==> config.mk <==
export PLATFORM = sky130hd
export DESIGN_NAME = masked_muxn_comar
export DESIGN_NICKNAME = d
export VERILOG_FILES = /design/src/rtl/masked_muxn_comar.sv
export SDC_FILE = /design/constraint.sdc
export NUM_CORES = 1
export LEC_CHECK = 0
export CAP_MARGIN = 20
export CORE_ASPECT_RATIO = 1.5
export CORE_MARGIN = 5
export CORE_UTILIZATION = 33
export CTS_CLUSTER_SIZE = 30
export DETAILED_ROUTE_END_ITERATION = 10
export SETUP_SLACK_MARGIN = 0.5
export SLEW_MARGIN = 0
export SYNTH_ARGS = -nofsm -noshare
export SYNTH_HDL_FRONTEND = slang
export SYNTH_SLANG_ARGS = --single-unit
export TNS_END_PERCENT = 100
==> constraint.sdc <==
create_clock -name clk -period 2 [get_ports clk]
set_clock_uncertainty 0.1 [all_clocks]
set_input_delay 0.2 -clock clk [delete_from_list [all_inputs] [get_ports clk]]
set_output_delay 0.2 -clock clk [all_outputs]
set_load 0.005 [all_outputs]
==> src/rtl/masked_muxn_comar.sv <==
// First-order masked N:1 multiplexer: binary tree of COMAR 2:1 slices, one register stage per level.
// Optional macro MASKED_MUXN_FLUSH_EN adds a synchronous 'flush' input that clears the whole pipeline.
module masked_muxn_comar #(
  parameter  int W     = 8,
  parameter  int N     = 4,
  localparam int LOG2N = $clog2(N)
) (
  input  logic                  clk,
  input  logic                  rst_n,
  input  logic                  en,
`ifdef MASKED_MUXN_FLUSH_EN
  input  logic                  flush,
`endif
  input  logic                  in_valid,
  input  logic [2*W*N-1:0]      d_in,
  input  logic [2*LOG2N-1:0]    sel,
  input  logic [6*W*(N-1)-1:0]  r,
  output logic                  out_valid,
  output logic [2*W-1:0]        c
);

  logic clr;
`ifdef MASKED_MUXN_FLUSH_EN
  assign clr = flush;
`else
  assign clr = 1'b0;
`endif

  // Heap numbering: entries 0..N-1 are the input words, node g drives entry N+g
  // and reads entries 2g (b, even) and 2g+1 (a, odd).
  logic [2*N-2:0][2*W-1:0] vals;
  logic [LOG2N-1:0][1:0]   s_lvl;

  assign vals[N-1:0] = d_in;

  function automatic int level_of(input int g);
    int lvl;
    int base;
    lvl  = 0;
    base = 0;
    for (int l = 0; l < LOG2N; l++) begin
      if (g >= base + (N >> (l + 1))) lvl = l + 1;
      base += N >> (l + 1);
    end
    return lvl;
  endfunction

  // Inputs are refreshed with rr[4]/rr[5]; the cross-domain products are masked so
  // that the four register terms sum to x&y (rr[0..3] cancel pairwise).
  function automatic logic [3:0] comar_and(input logic x0, input logic x1,
                                           input logic y0, input logic y1,
                                           input logic [5:0] rr);
    logic xr0, xr1, yr0, yr1;
    xr0 = x0 ^ rr[4];
    xr1 = x1 ^ rr[4];
    yr0 = y0 ^ rr[5];
    yr1 = y1 ^ rr[5];
    return {(xr1 & yr1) ^ rr[0] ^ rr[1] ^ rr[2],
            (xr1 & yr0) ^ rr[2] ^ rr[3],
            (xr0 & yr1) ^ rr[1],
            (xr0 & yr0) ^ rr[0] ^ rr[3]};
  endfunction

  for (genvar l = 0; l < LOG2N; l++) begin : g_sel
    if (l == 0) begin : g_direct
      assign s_lvl[l] = {sel[LOG2N], sel[0]};
    end else begin : g_delay
      logic [1:0] sd_q [l];
      always_ff @(posedge clk or negedge rst_n) begin
        if (!rst_n) begin
          for (int d = 0; d < l; d++) sd_q[d] <= '0;
        end else if (clr) begin
          for (int d = 0; d < l; d++) sd_q[d] <= '0;
        end else if (en) begin
          // NOTE: non-blocking assignments make every stage sample the old value of its predecessor.
          sd_q[0] <= {sel[LOG2N+l], sel[l]};
          for (int d = 1; d < l; d++) sd_q[d] <= sd_q[d-1];
        end
      end
      assign s_lvl[l] = sd_q[l-1];
    end
  end

  for (genvar g = 0; g < N-1; g++) begin : g_node
    localparam int LVL = level_of(g);
    for (genvar i = 0; i < W; i++) begin : g_bit
      logic [5:0] rr;
      logic [3:0] ta_d, tb_d;
      logic [3:0] ta_q, tb_q;

      assign rr   = r[6*(g*W+i) +: 6];
      assign ta_d = comar_and(vals[2*g+1][i], vals[2*g+1][W+i],
                              s_lvl[LVL][0], s_lvl[LVL][1], rr);
      // NOT s inverts share0 only; share1 passes through.
      assign tb_d = comar_and(vals[2*g][i], vals[2*g][W+i],
                              ~s_lvl[LVL][0], s_lvl[LVL][1], rr);

      always_ff @(posedge clk or negedge rst_n) begin
        if (!rst_n) begin
          ta_q <= '0;
          tb_q <= '0;
        end else if (clr) begin
          ta_q <= '0;
          tb_q <= '0;
        end else if (en) begin
          ta_q <= ta_d;
          tb_q <= tb_d;
        end
      end

      assign vals[N+g][i]   = ^{ta_q[1:0], tb_q[1:0]};
      assign vals[N+g][W+i] = ^{ta_q[3:2], tb_q[3:2]};
    end
  end

  logic [LOG2N-1:0] vld_d, vld_q;
  assign vld_d = (vld_q << 1) | LOG2N'(in_valid);

  always_ff @(posedge clk or negedge rst_n) begin
    if (!rst_n)      vld_q <= '0;
    else if (clr)    vld_q <= '0;
    else if (en)     vld_q <= vld_d;
  end

  assign out_valid = vld_q[LOG2N-1];
  assign c         = vals[2*N-2];

endmodule

* After elaboration in Yosys (flattened, before gate mapping)
Index checks and enable logic that the tools add are counted.
** Word-level totals
- Output and inout bits :: 17
- Logic and storage cells :: 845
- Memory bits (read-only) :: 0
- Memories kept :: 0
- Register bits after elaboration :: 196
- Bits in latches :: 0
- Bits of input ports :: 216
- RAM bits :: 0
** Operators by class
- Order comparisons :: 0
- Multiplexer cells :: 0
- Equality and inequality tests :: 0
- Divide/modulo/power cells :: 0
- Add/subtract/negate cells :: 0
- $mul :: 0
- Shift operators :: 0
- Reductions and logical operators :: 48
- Bitwise operators :: 747
** Operators by type and width (number)
- bitwise XOR 1 bit :: 552
- bitwise AND 1 bit :: 192
- XOR reduction 4 bit :: 48
- inverter 1 bit :: 2
- OR 2 x 1 -> 2 bit :: 1

* Logic depth before layout (Yosys ltp)
- Depth after elaboration :: 6
- Gate-level depth with buffers :: 6
- Gate-level depth less buffers :: 4

* Worst setup path before layout
OpenSTA, ideal clock, no wires.
- Path type :: reg-to-reg
- From :: register g_sel[1].g_delay.sd_q[0] in the netlist's numbering
- To :: register g_node[2].g_bit[0].ta_q[0]
- Stages on the path, launching flop included :: 6
- Slack :: 0.393 ns
- Library setup time :: 0.126 ns
- Data required time :: 1.774 ns
- Buffers on the path :: 2
- Data arrival time :: 1.381 ns
- Period minus slack after synthesis :: 1.607 ns
- Cells stage by stage :: dfrtp_1 buf_4 buf_4 xnor2_1 nor4_1 a311o_1
** Between the ends
- Cells in the longest elaborated chain, start to end :: 4
** RTL lines
- start, declared :: RTL line 68 : logic [1:0] sd_q [l];
- bitwise XOR 1 bit :: RTL line 56 : yr0 = y0 ^ rr[5];
- bitwise AND 1 bit :: RTL line 61 : (xr0 & yr0) ^ rr[0] ^ rr[3]};
- bitwise XOR 1 bit (2 in series) :: RTL line 61
- end signal, assigned :: RTL line 106 : ta_q <= ta_d;
- end, declared :: RTL line 89 : logic [3:0] ta_q, tb_q;
No other way between the ends.
A chain may end at the register's enable or synchronous reset.

* Final worst setup path
- From :: register g_node[2].g_bit[4].tb_q[2]
- To :: output c[12]
** Between the ends
- Cells in the longest elaborated chain, start to end :: 1
** RTL lines
- start, declared :: RTL line 89
- start signal, assigned :: RTL line 107 : tb_q <= tb_d;
- XOR reduction 4 bit :: RTL line 112 : assign vals[N+g][W+i] = ^{ta_q[3:2], tb_q[3:2]};
- end, declared :: RTL line 19 : output logic [2*W-1:0] c
No other way between the ends.

==> reports/results.ini <==
[power]
p_int_mw=12.9
p_per_area_nw_per_um2=1060
leakage_nw=7.75
p_seq_share_pct=30.6
ir_drop_uv=751
p_sw_share_pct=36.0
power.switching_mw=7.25
clockPowerShare_pct=16.9
p_comb_share_pct=52.5

[logic_synthesis]
synth_top_family_by_area=XOR/XNOR gates
synth-compound-area-share_pct=5.45
synth-simple-area-share_pct=10.5
synth.avg_cell_area_sq_um=10.5
synth.ff_latch_count=196
synthAdderAreaFrac_pct=0
syn_inst=1354
synth_xor_area_share_pct=37.1
yosys_warnings=0
synth_cell_types=27
syn_nets=1570
synth_mux_area_share_pct=10.2
synth_area_sq_um=14200
synth-seq-area-share_pct=34.7

[layout]
syn_to_final_growth_pct=34.1
final_common_cell=xnor2_1
final_cell_mix=xnor2_1, clkdlybuf4s50_1, dfrtp_1, nor2_1, mux2_2
drive_gt1_share_pct=21.4
fill_cells=4061
fin_nets=1835
num_antenna_cells=0

[floorplanning]
die_w_um=179
die_h_um=264
rows=93
ioPinCount=233
dieArea_sq_um=47200
placeableCoreArea_sq_um=42700
start_util_pct=33.1

[worst_setup_path]
worstReg2RegEnd=g_node[2].g_bit[4].ta_q[0]$_DFFE_PN0P_
cp.required_ps=1700
end_kind=primary output
r2r_start=g_sel[1].g_delay.sd_q[0]$_DFFE_PN0P_
r2r_slack_ps=370
cp_max_fo=2
path_class=flip-flop to primary output
crit_chain=xnor2_2 -> xnor2_2 -> buf_2
critPathMaxStageDelay_ps=410
cp_common_cell=xnor2_2
cp.arrival_ps=1450
cp-start-kind=flip-flop
worst_r2r_path_depth=5
slowest_stage=dfrtp_1

[clocking]
cts_tree=built
cts_max_path_buffers=2
insertion_delay_ps=450
cts_buffers=17
cts.sinks=196
path_clk_slew_ps=80
htreeDepth=4
cts_root_buffer=clkbuf_16

[timing]
drv_slew=0
finalSetupTns_ps=0
max_freq_ghz=0.570
fin_crit_ps=1750
slew-limit-headroom_pct=63.9
hold_viol=0
post-route-period-util_pct=87.7
hold_ws_ps=111
rsz0062_at_grt=true
setup_viol_count_final=0
tightest_slew_ps=538

[global_routing]
grt_pass1_wl_um=57600
grt_start_max_net_pins=88
track_usage_pct=15.4
grt_pass1_vias=10900
antenna_found_initial=3
overflow=0

[place]
dpl.hpwl_um=28600
port_buffers=232
finalWeightedCongestion=0.796

[outcome]
status=completed

[drt]
drc=0
wl_um=36700
drt_iter0_markers=497
vias_per_cell=4.63
drtPass1Iterations=4
wire_per_inst_um=16.7
vias=10200
antenna_left=0

[run]
drv_cap=0

[min_path]
hold_class=primary input to flip-flop
holdPathStages=4
min_from=en
min_to=g_node[2].g_bit[7].ta_q[3]$_DFFE_PN0P_

==> cell usage after synthesis (all sizes together) <==
| library cell | instances | area (sq um) |
|---|---|---|
| buf | 37 | 184 |
| xnor2 | 384 | 3540 |
| nand2b | 8 | 50.1 |
| a211o | 32 | 290 |
| clkbuf | 28 | 105 |
| a21o | 8 | 60.1 |
| nor4 | 8 | 50.1 |
| nor2 | 160 | 601 |
| mux2 | 100 | 1130 |
| nor3 | 40 | 200 |
| xnor3 | 40 | 931 |
| a21oi | 56 | 280 |
| a311o | 8 | 80.1 |
| xor2 | 88 | 771 |
| o211ai | 8 | 60.1 |
| nand2 | 32 | 120 |
| nand3 | 64 | 320 |
| dfrtp | 196 | 4900 |
| and2 | 24 | 150 |
| mux2i | 32 | 320 |
| inv | 1 | 3.75 |
==> power by group through the flow <==
stage / sequential [mW] / clock [mW] / combinational (mW)
final: 6.16 / 3.41 / 10.6
after CTS: 6.16 / 3.49 / 10.3
after detailed placement: 6.21 / 0 / 10.1
after global placement: 6.15 / 0 / 9.96
after floorplan: 5.97 / 0 / 6.66
after global routing: 6.31 / 3.66 / 11.4
==> layout make-up <==
type / instances / area [sq um] / share of cell area, %
Inverter: 1 / 6.26 / 0.0330
Clock inverter: 14 / 143 / 0.752
Timing Repair Buffer: 311 / 3060 / 16.1
Multi-Input combinational cell: 1092 / 9720 / 51.2
Tap cell: 570 / 713 / 3.76
Sequential cell: 196 / 4910 / 25.8
Clock buffer: 18 / 429 / 2.26
==> sequential cells by signal (all words and copies together), names as in the netlist <==
signal	count
g_node.g_bit.tb_q	96
vld_q	2
g_sel.g_delay.sd_q	2
g_node.g_bit.ta_q	96
==> metrics by stage <==
stage          instances  instance area [sq um]  total power [mW]  worst slack, ps  util [%]
2_1_floorplan       1354                  14300              12.6              479         -
6_report            2202                  19000              20.1              246      44.4
4_1_cts             2185                  18600              20.0              212      43.5
3_5_place_dp        2126                  17400              16.3             -133      40.8
3_3_place_gp        2126                  17400              16.1            -95.9      40.8
5_1_grt             2202                  19000              21.4              179      44.4
==> worst max-delay path: cells and delay by family (launching register included) <==
family	cells	cell delay, ps
flip-flops	1	410
buffers and inverters	1	170
XOR/XNOR	2	420
==> worst max path at each step <==
stage / from / end / slack [ps] / depth (start not counted)
floorplan: g_node[1].g_bit[6].tb_q[1]$_DFFE_PN0P_ / g_node[2].g_bit[6].ta_q[0]$_DFFE_PN0P_ / 480 / 4
global placement: r[136] / g_node[2].g_bit[6].ta_q[0]$_DFFE_PN0P_ / -100 / 5
detailed placement: r[136] / g_node[2].g_bit[6].ta_q[0]$_DFFE_PN0P_ / -130 / 5
CTS: g_node[2].g_bit[5].tb_q[1]$_DFFE_PN0P_ / c[5] / 210 / 3
global route: g_node[2].g_bit[4].tb_q[2]$_DFFE_PN0P_ / c[12] / 180 / 3
finish: g_node[2].g_bit[4].tb_q[2]$_DFFE_PN0P_ / c[12] / 250 / 3
==> repair_timing <==
action,in CTS,in global routing
hold buffers,1,0
resized for setup,128,43
buffers inserted,25,16
pin swaps,119,58
cloned,1,1
endpoints found under the setup margin,72,101
endpoints found under the hold margin,196,0
==> cells by family after synthesis <==
family / count (synthesis)
xor+xnor: 512
flops: 196
mux: 132
buf+inv: 66
compound gates: 112
simple gates: 336
==> metal layers <==
layer | vias up | track usage [%] | routed length, um
met5 | - | 0 | 13
met4 | 2 | 4.09 | 646
met3 | 36 | 2.33 | 1030
met2 | 144 | 28.2 | 20000
met1 | 4970 | 18.7 | 15000
li1 | 5046 | - | -
Power figures use the tool's default switching activity.
